===== config.mk =====
export PLATFORM = sky130hd
export DESIGN_NAME = switch_event_poller
export DESIGN_NICKNAME = d
export VERILOG_FILES = /design/src/rtl/swpoll_pkg.sv /design/src/rtl/swpoll_debounce.sv /design/src/rtl/switch_event_poller.sv
export SDC_FILE = /design/constraint.sdc
export NUM_CORES = 1
export LEC_CHECK = 0
export CAP_MARGIN = 15
export CORE_UTILIZATION = 47
export DETAILED_ROUTE_END_ITERATION = 12
export PLACE_DENSITY = 0.71
export SLEW_MARGIN = 20
export SYNTH_ARGS = -nofsm -noshare
export SYNTH_HDL_FRONTEND = slang
export SYNTH_SLANG_ARGS = --single-unit
export TNS_END_PERCENT = 50

===== constraint.sdc =====
create_clock -name clk -period 2.3 [get_ports clk]
set_input_delay 0.46 -clock clk [delete_from_list [all_inputs] [get_ports clk]]
set_output_delay 0.46 -clock clk [all_outputs]
set_load 0.1 [all_outputs]

===== src/rtl/swpoll_pkg.sv =====
`default_nettype none
// ============================================================================
// Module      : swpoll_pkg
// Description : Shared defaults and event-entry type for the switch poller
//               and its command-interpreter consumer.
// Revision    : 1.0 - initial release
// ============================================================================
package swpoll_pkg;

    localparam int unsigned c_NUM_SW     = 7;
    localparam int unsigned c_DIV        = 1000;
    localparam int unsigned c_DEBOUNCE   = 6;
    localparam int unsigned c_FIFO_DEPTH = 4;

    // Index field is sized for the largest legal channel count (16).
    localparam int unsigned c_IDX_W_MAX  = 4;

    typedef struct packed {
        logic [c_IDX_W_MAX-1:0] idx;
        logic                   rise;
    } swpoll_evt_t;

    function automatic swpoll_evt_t swpoll_make_evt(input logic [c_IDX_W_MAX-1:0] idx,
                                                    input logic rise);
        swpoll_evt_t e;
        e.idx  = idx;
        e.rise = rise;
        return e;
    endfunction

endpackage
`default_nettype wire


===== src/rtl/swpoll_debounce.sv =====
`default_nettype none
// ============================================================================
// Module      : swpoll_debounce
// Description : One switch channel: 2-flop synchroniser, sample history,
//               debounced level and a one-cycle level-change pulse.
// Revision    : 1.0 - initial release
// ============================================================================
module swpoll_debounce
    import swpoll_pkg::*;
#(
    parameter int DEBOUNCE = c_DEBOUNCE
) (
    input  logic clk,
    input  logic rst,
    input  logic i_sw,
    input  logic i_tick,
    output logic o_level,
    output logic o_edge
);

    logic                r_s1;
    logic                r_s2;
    logic [DEBOUNCE-1:0] r_hist;
    logic                r_level;
    logic [DEBOUNCE-1:0] w_hist_nxt;
    logic                w_to_one;
    logic                w_to_zero;

    // Decide on the history as it will be after this tick's shift.
    assign w_hist_nxt = {r_hist[DEBOUNCE-2:0], r_s2};
    assign w_to_one   = (&w_hist_nxt) && !r_level;
    assign w_to_zero  = !(|w_hist_nxt) && r_level;
    assign o_edge     = i_tick && (w_to_one || w_to_zero);
    assign o_level    = r_level;

    always_ff @(posedge clk) begin
        if (rst) begin
            r_s1    <= 1'b0;
            r_s2    <= 1'b0;
            r_hist  <= '0;
            r_level <= 1'b0;
        end else begin
            r_s1 <= i_sw;
            r_s2 <= r_s1;
            if (i_tick) begin
                r_hist <= w_hist_nxt;
                if (w_to_one) begin
                    r_level <= 1'b1;
                end else if (w_to_zero) begin
                    r_level <= 1'b0;
                end
            end
        end
    end

endmodule
`default_nettype wire


===== src/rtl/switch_event_poller.sv =====
`default_nettype none
// ============================================================================
// Module      : switch_event_poller
// Description : Debounces NUM_SW switches and queues press (and, with
//               SWPOLL_RELEASE_EN defined, release) events into a FIFO.
// Revision    : 1.0 - initial release
// ============================================================================
module switch_event_poller
    import swpoll_pkg::*;
#(
    parameter int NUM_SW     = c_NUM_SW,
    parameter int DIV        = c_DIV,
    parameter int DEBOUNCE   = c_DEBOUNCE,
    parameter int FIFO_DEPTH = c_FIFO_DEPTH,
    parameter int IDX_W      = (NUM_SW > 1) ? $clog2(NUM_SW) : 1
) (
    input  logic              clk,
    input  logic              rst,
    input  logic [NUM_SW-1:0] sw_in,
    output logic [NUM_SW-1:0] sw_level,
    output logic              evt_valid,
    input  logic              evt_ready,
    output logic [IDX_W-1:0]  evt_idx,
    output logic              evt_rise,
    output logic              overflow,
    input  logic              ovf_clr
);

    localparam int c_CNT_W = $clog2(DIV);
    localparam int c_PTR_W = $clog2(FIFO_DEPTH);

    logic [c_CNT_W-1:0] r_cnt;
    logic               w_tick;
    logic [NUM_SW-1:0]  w_edge;
    logic [NUM_SW-1:0]  w_rise_new;
    logic [NUM_SW-1:0]  r_rise_pend;
    logic [NUM_SW-1:0]  w_rise_nxt;
    logic [NUM_SW-1:0]  w_pend;
`ifdef SWPOLL_RELEASE_EN
    logic [NUM_SW-1:0]  w_fall_new;
    logic [NUM_SW-1:0]  r_fall_pend;
    logic [NUM_SW-1:0]  w_fall_nxt;
`endif
    logic               w_any;
    logic [IDX_W-1:0]   w_sel_idx;
    logic               w_sel_rise;
    logic [NUM_SW-1:0]  w_sel_oh;
    logic               w_push;
    logic               w_pop;
    logic               w_full;
    logic               w_ovf_set;
    logic               r_ovf;

    swpoll_evt_t        r_mem [FIFO_DEPTH];
    logic [c_PTR_W-1:0] r_wr_ptr;
    logic [c_PTR_W-1:0] r_rd_ptr;
    logic [c_PTR_W:0]   r_count;

    assign w_tick = (r_cnt == c_CNT_W'(DIV - 1));

    for (genvar i = 0; i < NUM_SW; i++) begin : g_ch
        swpoll_debounce #(
            .DEBOUNCE (DEBOUNCE)
        ) u_deb (
            .clk     (clk),
            .rst     (rst),
            .i_sw    (sw_in[i]),
            .i_tick  (w_tick),
            .o_level (sw_level[i]),
            .o_edge  (w_edge[i])
        );
    end

    // sw_level still holds the pre-change value during the edge pulse.
    assign w_rise_new = w_edge & ~sw_level;
`ifdef SWPOLL_RELEASE_EN
    assign w_fall_new = w_edge & sw_level;
    assign w_pend     = r_rise_pend | r_fall_pend;
`else
    assign w_pend     = r_rise_pend;
`endif

    // Lowest pending channel wins; a rise pending outranks a fall.
    always_comb begin
        w_any      = 1'b0;
        w_sel_idx  = '0;
        w_sel_rise = 1'b0;
        w_sel_oh   = '0;
        for (int i = NUM_SW - 1; i >= 0; i--) begin
            if (w_pend[i]) begin
                w_any       = 1'b1;
                w_sel_idx   = IDX_W'(i);
                w_sel_rise  = r_rise_pend[i];
                w_sel_oh    = '0;
                w_sel_oh[i] = 1'b1;
            end
        end
    end

    assign evt_valid = (r_count != '0);
    assign w_full    = (r_count == (c_PTR_W + 1)'(FIFO_DEPTH));
    assign w_pop     = evt_valid && evt_ready;
    assign w_push    = w_any && (!w_full || w_pop);

    always_comb begin
        w_rise_nxt = r_rise_pend & ~((w_push && w_sel_rise) ? w_sel_oh : '0);
`ifdef SWPOLL_RELEASE_EN
        w_fall_nxt = r_fall_pend & ~((w_push && !w_sel_rise) ? w_sel_oh : '0);
        // A new edge against a still-pending opposite edge replaces it.
        w_ovf_set  = (|(w_rise_new & w_fall_nxt)) || (|(w_fall_new & w_rise_nxt));
        w_fall_nxt = (w_fall_nxt & ~w_rise_new) | w_fall_new;
        w_rise_nxt = (w_rise_nxt & ~w_fall_new) | w_rise_new;
`else
        w_ovf_set  = 1'b0;
        w_rise_nxt = w_rise_nxt | w_rise_new;
`endif
    end

    always_ff @(posedge clk) begin
        if (rst) begin
            r_cnt       <= '0;
            r_rise_pend <= '0;
`ifdef SWPOLL_RELEASE_EN
            r_fall_pend <= '0;
`endif
            r_wr_ptr    <= '0;
            r_rd_ptr    <= '0;
            r_count     <= '0;
            r_ovf       <= 1'b0;
        end else begin
            r_cnt       <= w_tick ? '0 : r_cnt + c_CNT_W'(1);
            r_rise_pend <= w_rise_nxt;
`ifdef SWPOLL_RELEASE_EN
            r_fall_pend <= w_fall_nxt;
`endif
            if (w_push) begin
                r_wr_ptr <= r_wr_ptr + c_PTR_W'(1);
            end
            if (w_pop) begin
                r_rd_ptr <= r_rd_ptr + c_PTR_W'(1);
            end
            case ({w_push, w_pop})
                2'b10:   r_count <= r_count + (c_PTR_W + 1)'(1);
                2'b01:   r_count <= r_count - (c_PTR_W + 1)'(1);
                default: r_count <= r_count;
            endcase
            if (w_ovf_set) begin
                r_ovf <= 1'b1;
            end else if (ovf_clr) begin
                r_ovf <= 1'b0;
            end
        end
    end

    always_ff @(posedge clk) begin
        if (w_push) begin
            r_mem[r_wr_ptr] <= swpoll_make_evt(c_IDX_W_MAX'(w_sel_idx), w_sel_rise);
        end
    end

    // Head fields are forced to zero while the queue is empty.
    assign evt_idx  = evt_valid ? r_mem[r_rd_ptr].idx[IDX_W-1:0] : '0;
`ifdef SWPOLL_RELEASE_EN
    assign evt_rise = evt_valid && r_mem[r_rd_ptr].rise;
`else
    assign evt_rise = evt_valid;
`endif
    assign overflow = r_ovf;

endmodule
`default_nettype wire


==> summary.txt <==
TritonCTS buffer count -> 9
Mapped Area -> 3786 µm²
Worst Skew -> 10.57 ps
Final Hold Viols -> 0
DRT iter0 DRCs -> 125
Vias in the first global route -> 2724
Antenna Nets Post-Route -> 0
Core area -> 7767 µm²
Crit path arrival time -> 2510 ps
Pre-CTS setup slack -> -73.09 ps
Largest net degree at the start of global routing -> 82
Crit end category -> flip-flop
Leakage -> 1.489 nW
Via density -> 5.347
Net Count, Synth -> 419
DR DRC count -> 0
Post-CTS sizing -> 0
Peak supply drop -> 0.3972 mV
Setup tns final -> 0 ps
# port buffers -> 21
WS Path Type -> reg -> reg
# clock sinks -> 94
R2R cell count -> 7
Overflow after GRT -> 0
Cts hold-fix bufs -> 0
Fillers -> 679
Die height -> 91.75 µm
Status -> finished clean
Relative slew slack -> 62.89%
Overall Power -> 0.002927 W
Syn-to-layout area delta -> 13.88%
Top-count cell post-synth -> dfxtp_1
Die X -> 91.75 µm
EDFF count, synth -> 12
Primary FF master, synth -> dfxtp_1
Main area contributors after synthesis -> dfxtp_1 43%, edfxtp_1 9.5%, nand2_1 7.6%
H-tree levels -> 3
Final Wtd Congestion -> 0.7964
Sequential area share after synthesis -> 52.88%
Layout cells sized above 1 -> 12.86%
# diodes -> 0
Initial Utilization -> 48.74%
Via Count -> 2791
Post-CTS setup buffers -> 0
First-pass GRT wire length -> 11670 µm
Dpl hpwl -> 4322 µm
Hold depth -> 1
Hold path endpoint -> g_ch[1].u_deb.r_s2
R2r endpoint -> r_count[2]
Post-Syn Area per Cell -> 9.418 µm²
Final Max Tran Viols -> 0
Synthesized flop and latch total -> 94
Start point of the worst hold path -> g_ch[1].u_deb.r_s1
Worst Tran Pin Value -> 552.4 ps
Nets -> 433
Die ar. -> 8418 µm²
Synth async-reset ratio -> 0%
Post-synth top area cell -> dfxtp_1
Share of the synthesized area in the top cell type -> 43.36%
Worst Setup Start Kind -> flip-flop
Warnings from Yosys -> 0
CTS tree -> yes
Skew-Pair Late Insertion Delay -> 360 ps
Global Route Usage Sum -> 17.40%
Routed len/inst -> 12.70 µm
P per Cell Area -> 679.0 nW/µm²
Hold WC Path Type -> reg -> reg
Initial antenna violation count -> 0
Maximum clock path buffer count -> 2
Critical Path RT -> 2580 ps
Worst R2R Start -> r_rise_pend[2]
Top post-synthesis cells by count -> 82 x dfxtp_1, 77 x nand2_1, 53 x a21oi_1, 19 x clkbuf_1, 14 x nor2b_1
Max Fanout on Critical Path -> 6
Mapped Cells -> 402
Drt total wl -> 6628 µm
Clk root buf -> clkbuf_8
Netlist cell types -> 50
Peak Freq -> 448.4 MHz
CTS clk-pin slew, worst paths -> 90 ps
Setup WS post-layout -> 69.69 ps
Final period utilization -> 96.97%
Total iterations of the first detailed-routing run -> 4
Setup repair after global routing missed its margin -> false
R2r setup slk -> 70 ps
Min Tclk post-route -> 2230 ps
Cell Rows -> 32
Number of max-cap violations -> 0
Setup violators final -> 0
Io pins -> 24
==> per-layer routing <==
| metal | vias up | wire length, µm | GRT usage (%) |
|---|---|---|---|
| li1 | 1424 | - | - |
| met1 | 1317 | 3084 | 19.89 |
| met2 | 41 | 3240 | 30.01 |
| met3 | 9 | 196 | 5.307 |
| met4 | 0 | 107 | 7.552 |
| met5 | - | 0 | 0 |
==> layout by cell type, fill, tap and decap left out, types with 5 or more instances in the layout <==
cell             Yosys  final
or3_1                9      8
nand4_1              6      6
o41ai_1              7      7
nor3_1               8      8
clkdlybuf4s50_1      0      8
clkbuf_8             0      9
and2_1               9      6
buf_4                9     17
a21oi_1             53     53
o21ai_0              5      5
nor2_1              13     13
nand2_1             77     77
edfxtp_1            12     12
dfxtp_1             82     82
buf_12               0      5
inv_1                5      5
nor2b_1             14     14
or4_1                7      7
nand3_1              6      6
ha_1                 5      5
xnor2_1              5      5
nand3b_1             5      5
==> power breakdown <==
| part | leakage (nW) | internal (W) | total (W) | switching, W |
|---|---|---|---|---|
| Clock | 0.111 | 0.000616 | 0.00118 | 0.000563 |
| Combinational | 0.602 | 0.0000306 | 0.0000695 | 0.0000388 |
| Sequential | 0.777 | 0.00167 | 0.00168 | 0.00000765 |
==> sequential cells by signal, summed over array words and instances, names as in the netlist, named ones only <==
signal / count
r_wr_ptr: 2
r_rise_pend: 7
r_cnt: 10
r_mem: 12
r_count: 3
g_ch.u_deb.r_s1: 7
g_ch.u_deb.r_s2: 7
r_rd_ptr: 2
g_ch.u_deb.o_level: 7
g_ch.u_deb.r_hist: 35
==> kinds of logic after synthesis <==
logic type	count (synthesis)	synth area share, %
AOI/OAI and AO/OA	80	12.53
xor gates and xnor gates	9	2.082
muxes	4	2.049
and+or+nand+nor	174	23.79
buffers and inverters	34	4.395
DFF	94	52.88
other	1	0.09905
adders and majority gates	6	2.181
==> cell type report <==
type,count,area [µm²],area share (%)
multi-input combinational,274,1625,37.70
tap,102,127.6,2.960
sequential,94,2002,46.43
timing repair buffer,31,312.8,7.255
clock inverter,6,92.59,2.147
inverter,6,27.53,0.6384
clock buffer,9,123.9,2.873
==> critical path, cell delays in order, from the launching register on <==
cell,delay (ps)
dfxtp_1,360
or4_4,590
or3_4,410
clkinv_4,60
fa_2,220
nor3_1,70
a211o_1,300
a31oi_1,160
==> stage by stage <==
step           hold WS [ps]  cell area (µm²)  instances  util, %
2_1_floorplan         413.8             3791        402        -
3_3_place_gp          417.8             4093        507    52.69
3_5_place_dp          421.2             4093        507    52.69
4_1_cts               441.3             4309        522    55.48
5_1_grt               460.8             4312        522    55.51
6_report              440.6             4312        522    55.51
==> how the worst max path moves through the flow <==
stage | from | to
after floorplan | r_rise_pend[2] | r_count[2]
after global placement | evt_ready | r_count[2]
after detailed placement | evt_ready | r_count[2]
after CTS | r_rise_pend[2] | r_count[2]
after global routing | r_rise_pend[2] | r_count[2]
final | r_rise_pend[2] | r_count[2]
Note: power is estimated with default switching activity, not from simulation.
